File: config.mk
export PLATFORM = sky130hd
export DESIGN_NAME = mem_lsu
export DESIGN_NICKNAME = d
export VERILOG_FILES = /design/src/rtl/mem_lsu.sv
export SDC_FILE = /design/constraint.sdc
export NUM_CORES = 1
export LEC_CHECK = 0
export BUFFER_PORTS_ARGS = -buffer_cell sky130_fd_sc_hd__buf_2
export CAP_MARGIN = 20
export CORE_UTILIZATION = 35
export CTS_BUF_LIST = sky130_fd_sc_hd__clkbuf_8
export CTS_CLUSTER_SIZE = 14
export DETAILED_ROUTE_END_ITERATION = 10
export SLEW_MARGIN = 20
export SYNTH_ARGS = -nofsm -noshare
export SYNTH_HDL_FRONTEND = slang
export SYNTH_SLANG_ARGS = --single-unit
File: constraint.sdc
create_clock -name clk -period 2.3 [get_ports clk]
set_clock_uncertainty 0.05 [all_clocks]
set_input_delay 0.115 -clock clk [delete_from_list [all_inputs] [get_ports clk]]
set_output_delay 0.115 -clock clk [all_outputs]
set_load 0.02 [all_outputs]
File: src/rtl/mem_lsu.sv
// mem_lsu: load/store unit between the CPU memory stage and a word-wide
// synchronous data RAM with a 1-cycle read latency and no byte enables.
// Byte and half stores are done as read-modify-write. Byte and half loads
// are extracted from the word and then sign- or zero-extended.
// Optional feature macro: MEM_LSU_MISALIGN_TRAP_EN. When it is defined, the
// unit traps misaligned half/word accesses and adds a 'misalign' output.
module mem_lsu #(
    parameter int BIG_ENDIAN = 1
) (
    input  logic        clk,
    input  logic        rst,
    input  logic        req_valid,
    output logic        req_ready,
    input  logic        req_we,
    input  logic [1:0]  req_size,
    input  logic        req_signed,
    input  logic [31:0] req_addr,
    input  logic [31:0] req_wdata,
    output logic        resp_valid,
    output logic [31:0] resp_rdata,
    output logic [31:0] mem_addr,
    output logic [31:0] mem_in,
    output logic        mem_we,
    input  logic [31:0] mem_out
`ifdef MEM_LSU_MISALIGN_TRAP_EN
    ,
    output logic        misalign
`endif
);

    typedef enum logic [2:0] {
        S_IDLE = 3'd0,
        S_RD   = 3'd1,
        S_MRG  = 3'd2,
        S_WR   = 3'd3,
        S_EXT  = 3'd4,
        S_DONE = 3'd5
    } state_t;

    state_t      state_r;
    state_t      state_nxt_s;
    logic        accept_s;
    logic        we_r;
    logic [1:0]  size_r;
    logic        signed_r;
    logic [1:0]  off_r;
    logic [31:0] mem_addr_r;
    logic [31:0] merge_r;
    logic [31:0] rdata_r;

    // Bit position of the low bit of a byte lane. The lane is chosen by the byte offset.
    function automatic logic [4:0] byte_shift(input logic [1:0] off);
        logic [4:0] sh;
        if (BIG_ENDIAN != 0) begin
            sh = {~off, 3'b000};
        end else begin
            sh = {off, 3'b000};
        end
        return sh;
    endfunction

    // Bit position of the low bit of a half lane. The lane is chosen by addr[1].
    function automatic logic [4:0] half_shift(input logic hoff);
        logic [4:0] sh;
        if (BIG_ENDIAN != 0) begin
            sh = {~hoff, 4'b0000};
        end else begin
            sh = {hoff, 4'b0000};
        end
        return sh;
    endfunction

    // Pick the addressed lane out of a RAM word and extend it to 32 bits.
    function automatic logic [31:0] load_extract(input logic [31:0] word, input logic [1:0] size,
                                                 input logic [1:0] off, input logic sgn);
        logic [31:0] result;
        logic [7:0]  lane8;
        logic [15:0] lane16;
        lane8  = word[byte_shift(off) +: 8];
        lane16 = word[half_shift(off[1]) +: 16];
        case (size)
            2'd0:    result = {{24{sgn & lane8[7]}}, lane8};
            2'd1:    result = {{16{sgn & lane16[15]}}, lane16};
            default: result = word;
        endcase
        return result;
    endfunction

    // Put the right-aligned store data into its lane of the old RAM word.
    function automatic logic [31:0] store_merge(input logic [31:0] old, input logic [31:0] wdata,
                                                input logic [1:0] size, input logic [1:0] off);
        logic [31:0] mask;
        logic [31:0] lane_data;
        case (size)
            2'd0: begin
                mask      = 32'h0000_00FF << byte_shift(off);
                lane_data = wdata << byte_shift(off);
            end
            2'd1: begin
                mask      = 32'h0000_FFFF << half_shift(off[1]);
                lane_data = wdata << half_shift(off[1]);
            end
            default: begin
                mask      = 32'hFFFF_FFFF;
                lane_data = wdata;
            end
        endcase
        return (old & ~mask) | (lane_data & mask);
    endfunction

    assign req_ready  = (state_r == S_IDLE) && rst;
    assign accept_s   = req_valid && req_ready;
    assign mem_we     = (state_r == S_WR) && rst;
    assign mem_in     = mem_we ? merge_r : 32'h0000_0000;
    assign mem_addr   = mem_addr_r;
    assign resp_valid = (state_r == S_DONE) && rst;
    assign resp_rdata = rst ? rdata_r : 32'h0000_0000;

`ifdef MEM_LSU_MISALIGN_TRAP_EN
    logic misalign_s;
    logic misalign_r;

    assign misalign_s = ((req_size == 2'd1) && req_addr[0]) ||
                        (req_size[1] && (req_addr[1:0] != 2'b00));
    assign misalign   = resp_valid && misalign_r;

    // Remember whether the accepted request trapped, so DONE can flag it.
    always_ff @(posedge clk) begin
        if (!rst) begin
            misalign_r <= 1'b0;
        end else if (accept_s) begin
            misalign_r <= misalign_s;
        end
    end
`endif

    // State register.
    always_ff @(posedge clk) begin
        if (!rst) begin
            state_r <= S_IDLE;
        end else begin
            state_r <= state_nxt_s;
        end
    end

    // Next-state logic. Word stores skip the read. Sub-word stores read, then merge, then write.
    always_comb begin
        state_nxt_s = state_r;
        case (state_r)
            S_IDLE: begin
                if (accept_s) begin
`ifdef MEM_LSU_MISALIGN_TRAP_EN
                    if (misalign_s) begin
                        state_nxt_s = S_DONE;
                    end else if (req_we && req_size[1]) begin
                        state_nxt_s = S_WR;
                    end else begin
                        state_nxt_s = S_RD;
                    end
`else
                    if (req_we && req_size[1]) begin
                        state_nxt_s = S_WR;
                    end else begin
                        state_nxt_s = S_RD;
                    end
`endif
                end else begin
                    state_nxt_s = S_IDLE;
                end
            end
            S_RD: begin
                if (we_r) begin
                    state_nxt_s = S_MRG;
                end else begin
                    state_nxt_s = S_EXT;
                end
            end
            S_MRG:   state_nxt_s = S_WR;
            S_WR:    state_nxt_s = S_DONE;
            S_EXT:   state_nxt_s = S_DONE;
            S_DONE:  state_nxt_s = S_IDLE;
            default: state_nxt_s = S_IDLE;
        endcase
    end

    // Request latches. The merge register first holds the store data; MRG then overwrites it with the merged word.
    always_ff @(posedge clk) begin
        if (!rst) begin
            we_r       <= 1'b0;
            size_r     <= 2'd0;
            signed_r   <= 1'b0;
            off_r      <= 2'd0;
            mem_addr_r <= 32'h0000_0000;
            merge_r    <= 32'h0000_0000;
            rdata_r    <= 32'h0000_0000;
        end else begin
            if (accept_s) begin
                we_r       <= req_we;
                size_r     <= req_size;
                signed_r   <= req_signed;
                off_r      <= req_addr[1:0];
                mem_addr_r <= {2'b00, req_addr[31:2]};
                merge_r    <= req_wdata;
                rdata_r    <= 32'h0000_0000;
            end
            if (state_r == S_EXT) begin
                rdata_r <= load_extract(mem_out, size_r, off_r, signed_r);
            end
            if (state_r == S_MRG) begin
                merge_r <= store_merge(mem_out, merge_r, size_r, off_r);
            end
        end
    end

endmodule
### Yosys cells after proc, flatten, opt, wreduce, memory -nomap -nowiden

Cells that the tools add are included.

* equality and inequality tests: 6
* shifts and indexed selects: 6
* mux-type cells: 27
* bitwise operators: 8
* reductions and logical operators: 10

Operator list (number)
* $mux 32: 10
* $pmux 32 s2: 3
* $and 32x32->32: 2
* $shl 32x5->32: 2
* $mux 5: 10
* $not 32->32: 1
* $or 32x32->32: 1
* $shiftx 32x6->16: 1
* $shiftx 32x6->8: 1
* $shl 16x5->32 const A: 1
* $shl 8x5->32 const A: 1
* $pmux 3 s4: 1
* $eq 3x2->1 const B: 2
* $eq 3x3->1 const B: 2
* $mux 3: 2
* $logic_and 1x1->1: 5
* $reduce_bool 2->1: 2
* $eq 3x1->1 const B: 1
* $logic_not 3->1: 1
* $and 1x1->1: 2
* $eq 2x1->1 const B: 1
* $logic_not 2->1: 1
* $mux 2: 1
* $not 2->2: 1
* 2 further kinds: 2

* flip-flop bits (word level): 103
* bits of input ports: 103
* output and inout bits: 99
* logic and storage cells: 65

### Longest topological paths before layout

Gate-level depths: netlist of the first run.

* depth after elaboration: 12
* depth in mapped cells: 6

### Worst setup path after synthesis of the first run

OpenSTA, ideal clock, no wires.

* path type: flip-flop to flip-flop
* start: reg state_r[1]
* end: reg with a tool-made name
* library setup time: 0.130 ns
* arrival time: 1.758 ns
* data required time: 2.120 ns
* setup slack: 0.361 ns
* cell stages (with the launch flop): 6
* buffers on the path: 1
* period minus slack after synthesis: 1.939 ns
* cells stage by stage: dfxtp_1 nor4b_2 a21oi_1 buf_2 a32oi_1 o31ai_1

RTL lines
* start, declared: line 40 `state_t state_r;`
* start signal, assigned: line 142 `state_r <= state_nxt_s;`

==> results of run 1 <==
==> kinds of logic (layout without fill, tap and decap cells) <==
group / after synthesis / count (layout)
buf+inv: 71 / 329
flops: 103 / 103
other cells: 1 / 2
mux: 11 / 11
compound gates: 177 / 177
simple gates: 245 / 245
==> layer usage <==
layer  GRT usage  up-vias  part of all wire
li1            -     2689                 -
met1      0.3194     2685              0.45
met2      0.3831      231              0.47
met3     0.04182       32             0.065
met4     0.08003        0             0.021
met5           0        -                 0
==> final cells by class <==
type	count	area (um2)
Sequential cell	103	2062
Timing Repair Buffer	301	1972
Multi-Input combinational cell	435	2713
Clock buffer	9	123.9
Inverter	12	45.04
Fill cell	1324	6759
Clock inverter	7	88.84
Tap cell	180	225.2
==> cell usage in the layout (no fill, tap or decap), types with 10 or more instances in the layout <==
master	synthesis	final
sky130_fd_sc_hd__buf_2	16	199
sky130_fd_sc_hd__dfxtp_1	103	103
sky130_fd_sc_hd__nand2_1	101	101
sky130_fd_sc_hd__dlygate4sd3_1	0	79
sky130_fd_sc_hd__and2_1	65	64
sky130_fd_sc_hd__nand3_1	32	32
sky130_fd_sc_hd__a21oi_1	30	29
sky130_fd_sc_hd__o21ai_0	28	28
sky130_fd_sc_hd__a22oi_1	25	25
sky130_fd_sc_hd__buf_4	3	22
sky130_fd_sc_hd__a221oi_1	16	16
sky130_fd_sc_hd__o2bb2ai_1	15	15
sky130_fd_sc_hd__inv_1	12	13
sky130_fd_sc_hd__nand2b_1	11	11
sky130_fd_sc_hd__o31ai_1	10	10
==> power by group through the flow <==
stage               clock [W]  sequential, W  combinational [W]
floorplan                   0        0.00207           0.000539
global placement            0        0.00205           0.000891
detailed placement          0        0.00205           0.000907
CTS                   0.00128        0.00201            0.00102
global route          0.00133        0.00203            0.00112
finish                0.00125        0.00201            0.00103
==> per-stage QoR <==
stage,worst slack (ns),util,cells
after floorplan,0.3613,-,609
after global placement,0.2376,0.4446,952
after detailed placement,0.1450,0.4446,952
after CTS,0.1141,0.5164,1047
after global routing,0.06542,0.5168,1047
final,0.2626,0.5168,1047
==> repair_timing <==
action / CTS / global route
hold endpoints to repair: 78 / 0
gates resized for setup: 0 / 0
hold buffers: 79 / 0
setup buffers: 0 / 0
==> cell usage after synthesis, drive strengths merged <==
cell / n / area (um2)
or3: 9 / 56.30
nand2b: 12 / 77.58
a32oi: 8 / 70.07
or2: 1 / 6.260
o221ai: 1 / 8.760
o21bai: 1 / 7.510
inv: 12 / 45.04
o22ai: 8 / 50.05
a22o: 7 / 61.31
o31ai: 10 / 75.07
nor2: 6 / 22.52
or4b: 1 / 10.01
mux4: 1 / 22.52
a221oi: 16 / 140.1
clkbuf: 35 / 131.4
o211ai: 7 / 52.55
a2111oi: 1 / 27.53
o21ai: 28 / 140.1
dfxtp: 103 / 2062
and4b: 1 / 10.01
and2: 65 / 406.6
nand2: 101 / 379.1
a211oi: 1 / 7.510
nor4b: 3 / 45.04
a221o: 16 / 168.9
a21o: 1 / 7.510
nand3: 32 / 160.2
buf: 24 / 128.9
mux2: 9 / 101.4
o2bb2ai: 15 / 131.4
a311oi: 1 / 8.760
mux2i: 1 / 10.01
nor3b: 1 / 7.510
a21oi: 31 / 158.9
nand4bb: 1 / 11.26
nor3: 10 / 50.05
conb: 1 / 3.750
nor2b: 2 / 12.51
a22oi: 25 / 187.7
==> worst register-to-register path, delay by kind of cell (launching register included) <==
| kind | cells | cell delay, ns |
|---|---|---|
| AOI/OAI and AO/OA | 2 | 0.68 |
| buffers and inverters | 1 | 0.29 |
| DFF | 1 | 0.65 |
| and+or+nand+nor | 2 | 0.26 |
==> worst min-delay path by stage <==
stage | startpoint | to | cells after the start
floorplan | req_addr[2] | mem_addr[0] | 2
global route | mem_out[30] | rdata_r[30] | 2
detailed placement | req_addr[16] | mem_addr[14] | 3
global placement | req_addr[15] | mem_addr[13] | 3
finish | req_wdata[28] | flip-flop | 3
CTS | mem_out[31] | rdata_r[31] | 2
==> flow_results.org, run 1 <==
** Die
- Std cell rows :: 43
- Vert. Die Dim :: 122.3 um
- The core region is 13,990 um2.
- I/O pin count :: 202
- Die width :: 122.3 um
- The die covers 14,950 um2.
- Initial Util :: 0.3620

** Placed design
- Placed instance area :: 6220 um2
- At the end of routability-driven placement, the weighted congestion stood at 0.8967.
- In this run the tool buffered the top-level ports with 199 buffer cells.
- The wire-length estimate of the detail-placed layout is 12,950 um.

** Timing
- Unrepaired setup endpoints after global routing :: no
- The final-report hold violation count is 0.
- Number of setup violations in the final report :: 0
- Final sum of negative setup slack :: 0 ns
- The max-slew violation count was 0.
- Portion of the clock cycle consumed by the worst path in the final layout :: 0.8858
- For the pin with the worst max-slew slack, the measured transition is 0.7604 ns.
- Fmax :: 0.4908 GHz
- Worst relative slew slack :: 0.4925
- The tightest hold path in the finished design has a slack of 0.02237 ns.
- The worst path in the final design needs a cycle of 2.037 ns, including I/O delays and setup.

** GRT
- Initial antenna violation count :: 0
- Pin count of the biggest net entering global routing :: 40
- Vias in the first global route :: 5,222
- Overflow after GRT :: 0
- Global-route wire length before repair :: 27,390 um
- Aggregate global-route resource usage :: 0.2378

** Pwr
- The internal power of the cells totals 0.002961 W.
- Of the total power, the share spent switching nets is 0.3099.
- In this run the power density over the cells is 593.5 nW/um2.
- Largest vdd supply drop :: 283.1 uV
- Of the total power, the clock network draws 0.291.
- Of the total power, registers draw 0.469.
- The share of total power dissipated in combinational logic is 0.241.
- Summing internal, switching and leakage power gives 0.004291 W.
- Sw power :: 0.001330 W
- The analysis attributes to cell leakage a power of 3.314 nW.

** Finish
- The repair_antennas step left the layout with diodes totalling 0.
- Fin area :: 7229 um2
- Relative to the synthesized area, the layout overhead comes to 42.77%.
- Fraction of final layout cells with drive strength greater than 1 :: 0.3057
- Layout Nets :: 965

** Clocking
- TritonCTS clock tree :: yes
- Clock latency on the worst-skew pair, taken at its later pin, is 0.38 ns.
- After clock tree synthesis, the clock-pin slew on the worst setup and hold paths is 0.10 ns.
- CTS H-tree lvls :: 3
- Clock sink count :: 103
- No sink is reached through more buffers than the 2 on the longest clock path.
- Counting the buffers created by CTS gives 9.
- The tree is rooted in a sky130_fd_sc_hd__clkbuf_8.

** Route
- Dividing the detail-routed via count by the number of cells gives 5.384.
- The routed layout has 5,637 vias.
- In this run the remaining antenna-violating nets after routing total 0.
- Wires add up to 18,390 um.
- In this run, the number of DRC markers left after iteration 0 of detailed routing was 404.
- For this run, design rule violations remaining after detail routing come to 0.
- In the final routed layout, each cell accounts on average for 17.56 um.
- Drt pass-1 iters :: 5

** Yosys
- Synth cell types :: 45
- By area, the combinational part of the netlist is dominated by compound AO/OA/AOI/OAI gates.
- Dividing the synthesized area by the synthesized cell count gives 8.328 um2.
- Synth Area in Simple Gates :: 0.2478
- Of the total synthesized cell area, the portion taken by full adders, half adders and majority gates is 0.
- Sequential-to-total area share from yosys stat :: 0.4072
- Share of synthesized area spent on multiplexers :: 0.02644
- After technology mapping, the gate count stands at 608.
- Number of warnings printed during yosys synthesis :: 0
- The synthesized netlist occupies a cell area of 5064 um2.
- Synth Register Bits :: 103
- The compound-cell area share of the yosys netlist was 0.2575.
- Post-Synth XOR/XNOR Area :: 0

** Critical path
- Timing startpoint of the critical path :: size_r[0]
- Worst flop-to-flop path startpoint :: size_r[0]
- The number of buffers and inverters on the critical path is 1.
- Of all nets on the critical path, the largest fanout is 18.
- Cell-by-cell listing of the critical path :: buf_4 > nand2b_1 > a21oi_1 > a221oi_1 > nor3_1
- In this design, the largest share of critical-path delay is due to compound AO/OA/AOI/OAI gates.
- Path length in cells of the critical path :: 5
- The setup check on the worst reg-to-reg path leaves a slack of 0.26 ns.
- The largest single stage delay on the critical path is 0.65 ns.
- CP endpoint kind :: flip-flop
- Worst Setup Path Type :: reg2reg
- Cells on worst reg2reg path :: 5
- The worst setup path is launched from a flip-flop.
- The slowest stage of the critical path is the sky130_fd_sc_hd__dfxtp_1 cell.
- STA puts the critical path data required time at 2.51 ns.
- Data arrival time of the worst path :: 2.25 ns

** Run status
- The flow ran to the end, and the final reports show no timing, DRC or antenna violations.

** Job
- Max_cap viols :: 0

** Hold path
- In this run the worst hold path is classified as in2reg.
(Power assumes the default switching activity.)
==> run 2: changes to the inputs <==
--- a/config.mk
+++ b/config.mk
@@ -13,3 +13,3 @@
 export DETAILED_ROUTE_END_ITERATION = 10
-export SLEW_MARGIN = 20
+export PLACE_DENSITY = 0.64
 export SYNTH_ARGS = -nofsm -noshare
--- a/constraint.sdc
+++ b/constraint.sdc
@@ -4,2 +4,2 @@
 set_output_delay 0.115 -clock clk [all_outputs]
-set_load 0.02 [all_outputs]
+set_load 0.05 [all_outputs]
==> run 2 against run 1 <==
Effect of this change:
- wire length hardly changed
- register-to-register slack got worse by 0.04 ns
- maximum frequency decreased by 2.1%
- sequential power is essentially flat
- setup slack worse by 0.044 ns
- die area did not move
- global-route usage up 0.38 points
- largest cell class unchanged
- total power fell by 0.53%
- critical path depth did not move
- sequential share of layout area shrank 0.30 points
- first-iteration DRC count rose by 28%
- flip-flop and latch count is the same
==> flow_results.org, run 2 (same netlist as run 1, synthesis figures left out) <==
** Clocking
- CTS placed an instance of sky130_fd_sc_hd__clkbuf_8 at the clock tree root.
- CTS H-tree lvls :: 3 (unchanged)
- The maximum root-to-sink buffer count came to 2 (unchanged).
- The CTS buffer count came to 9 (unchanged).
- Clk Latency, worst-skew pair :: 0.39 ns (about the same)
- The clock-pin slew of the registers on the worst-case setup and hold paths was 0.10 ns (about the same).
- TritonCTS built the clock tree.
- Clock sink count :: 103 (unchanged)
- The post-CTS setup buffer count is 0 (unchanged).

** Pwr
- The power per cell area was 583.4 nW/um2 (-1.7%).
- Largest vdd supply drop :: 309.9 uV (+9.5%)
- The leakage power is 3.345 nW (+0.92%).

** GRT
- Vias in the first global route :: 5,099 (-2.4%)
- Global-route wire length before repair :: 27,540 um (+0.55%)
- Overflow after GRT :: 0 (unchanged)
- Initial antenna violation count :: 0 (unchanged)
- The total global-route track usage came to 0.2416 (+0.003813).
- Met1 GRT Util :: 0.3345 (+0.01506)
- In this run the most used layer during global routing was met2.
- The maximum number of pins on one net before global-route repair is 41 (+2.5%).
- The global-route met3 utilization is 0.04043 (-0.001394).
- Met2 track demand over resource :: 0.3701 (-0.01299)

** Critical path
- Worst reg-to-reg setup slack :: 0.22 ns (-0.04 ns)
- Required time worst endpoint :: 2.53 ns (+0.02 ns)
- The worst register-to-register path ends at rdata_r[13].
- Worst Setup Path Type :: reg2reg
- The critical path ends at rdata_r[13].
- Maximum net fanout on the critical path :: 21 (+3)
- The worst setup path is launched from a flip-flop.
- The worst setup path is captured at a flip-flop.
- Cells on worst reg2reg path :: 5 (unchanged)
- In this run the worst setup path begins at off_r[0].
- The endpoint arrival time on the critical path was 2.31 ns (+0.06 ns).
- In this run the critical register-to-register path is launched from off_r[0].

** Route
- The final wirelength came to 18,400 um (about the same).
- Total DRC errors in the routed layout :: 0 (unchanged)
- Drt initial violations :: 519 (+28%)
- Routed vias :: 5,660 (+0.41%)
- Routed wire per std cell :: 17.39 um (-0.98%)
- The count of TritonRoute iterations in the first routing pass was 5 (unchanged).
- Number of nets with antenna violations after routing :: 0 (unchanged)
- The vias per cell is 5.350 (-0.64%).

** Die
- The I/O pin count was 202 (unchanged).
- Initial Util :: 0.3620 (unchanged)
- The full die area is 14,950 um2 (unchanged).
- The height of the die was 122.3 um (unchanged).
- Core area :: 13,990 um2 (unchanged)
- Std cell rows :: 43 (unchanged)
- Die width :: 122.3 um (unchanged)

** Timing
- Number of setup violations in the final report :: 0 (unchanged)
- Worst slew pin tran :: 0.7321 ns (-0.02829 ns)
- The max-slew violation count was 0 (unchanged).
- Unrepaired setup endpoints after global routing :: no
- Post-route minimum period :: 2.082 ns (+0.04414 ns)
- The timing-limited maximum frequency came to 0.4804 GHz (-2.1%).
- The relative max-transition margin was 0.5119 (+0.01940).
- Final Hold Violating Endpoints :: 0 (unchanged)
- The final period utilization came to 0.9050 (+0.01919).

** Finish
- The area used by multi-input combinational logic came to 2715 um2 (about the same).
- The total of fill cells in the finished design was 1,335 (+0.83%).
- The total number of nets in the final design was 976 (+1.1%).
- The total inserted antenna cells came to 0 (unchanged).
- Utilization after layout :: 0.5230 (+0.006171)
- Leaving out fill and tap cells, the most frequent cell in the layout is sky130_fd_sc_hd__buf_2.
- Fraction of final layout cells with drive strength greater than 1 :: 0.3041 (-0.001551)
- Relative to the synthesized area, the layout overhead comes to 44.48%.
- Sequential standard cell area :: 2064 um2 (+0.12%)
- Fin area :: 7316 um2 (+1.2%)
- Most frequent cells in the layout :: 199 x sky130_fd_sc_hd__buf_2, 101 x sky130_fd_sc_hd__nand2_1, 101 x sky130_fd_sc_hd__dfxtp_1

** Placed design
- Final Wtd Congestion :: 0.8467 (-5.6%)
- Placed instance area :: 6248 um2 (+0.46%)
- The placed wire-length estimate is 12,510 um (-3.3%).
- Total of buffers placed on input and output ports :: 199 (unchanged)

** Hold path
- The tightest min-delay check is of the in2reg type.
- Instance count along the most critical hold path :: 3 (unchanged)

** Job
- The number of max-capacitance violations reported was 0 (unchanged).

** Run status
- Outcome :: finished clean
## run 2: changes by cell type in the layout (fill, tap and decap cells not counted), sizes merged
cell / before / now
clkinv: 2 / 4
buf: 222 / 223
inv: 13 / 12
dlygate4sd3: 79 / 89
bufinv: 2 / 0
clkinvlp: 2 / 3
## run 2: through the flow
| stage | setup TNS [ns] | cells | total power, W | hold slack (ns) | setup WS (ns) |
|---|---|---|---|---|---|
| floorplan | -0.01569 | 609 | 0.002761 | 0.1640 | -0.001743 |
| global placement | 0 | 952 | 0.003109 | 0.2482 | 0.1739 |
| detailed placement | 0 | 953 | 0.003112 | 0.2526 | 0.2643 |
| CTS | 0 | 1057 | 0.004275 | 0.003076 | 0.1205 |
| global route | 0 | 1058 | 0.004459 | 0.01150 | 0.07159 |
| finish | 0 | 1058 | 0.004268 | 0.01962 | 0.2185 |
## run 2: worst min-delay path by stage
stage	startpoint	endpoint	slack, ns
detailed placement	req_addr[21]	mem_addr[19]	0.25
global placement	req_addr[21]	mem_addr[19]	0.25
finish	mem_out[6]	flip-flop	0.02
floorplan	req_addr[2]	mem_addr[0]	0.16
global route	mem_out[31]	rdata_r[31]	0.01
CTS	req_wdata[7]	flip-flop	0.003
## run 2: layout make-up
cell class              count  share of cell area
clock inverters             7            0.006841
multi-input cells         435              0.3711
well taps                 180             0.03079
flip-flops and latches    103              0.2822
clock buffers               9             0.01693
repair buffers            312              0.2860
inverters                  12            0.006157
## run 2: critical path, cell delays in order (launching register included)
cell and delay, ns:
sky130_fd_sc_hd__dfxtp_1 0.71, sky130_fd_sc_hd__mux4_2 0.45, sky130_fd_sc_hd__nor4b_2 0.18, sky130_fd_sc_hd__buf_4 0.17, sky130_fd_sc_hd__a221oi_1 0.30, sky130_fd_sc_hd__o2bb2ai_1 0.11
## run 2: power by group
part	switching [W]	internal, W	total [W]
Sequential	0.0000939	0.00192	0.00201
Clock	0.000664	0.000393	0.00106
Combinational	0.000743	0.000458	0.00120
Total	0.00150	0.00277	0.00427
## run 2: layer usage
layer	up-vias	routed length [um]
li1	2716	-
met1	2650	8188
met2	253	8525
met3	41	1179
met4	0	506
met5	-	0
## run 2: repair_timing
| item | CTS | global route |
|---|---|---|
| resized for setup | 0 | 2 |
| hold buffers | 88 | 1 |
| setup endpoints to repair | 0 | 2 |
| hold endpoints to repair | 84 | 1 |
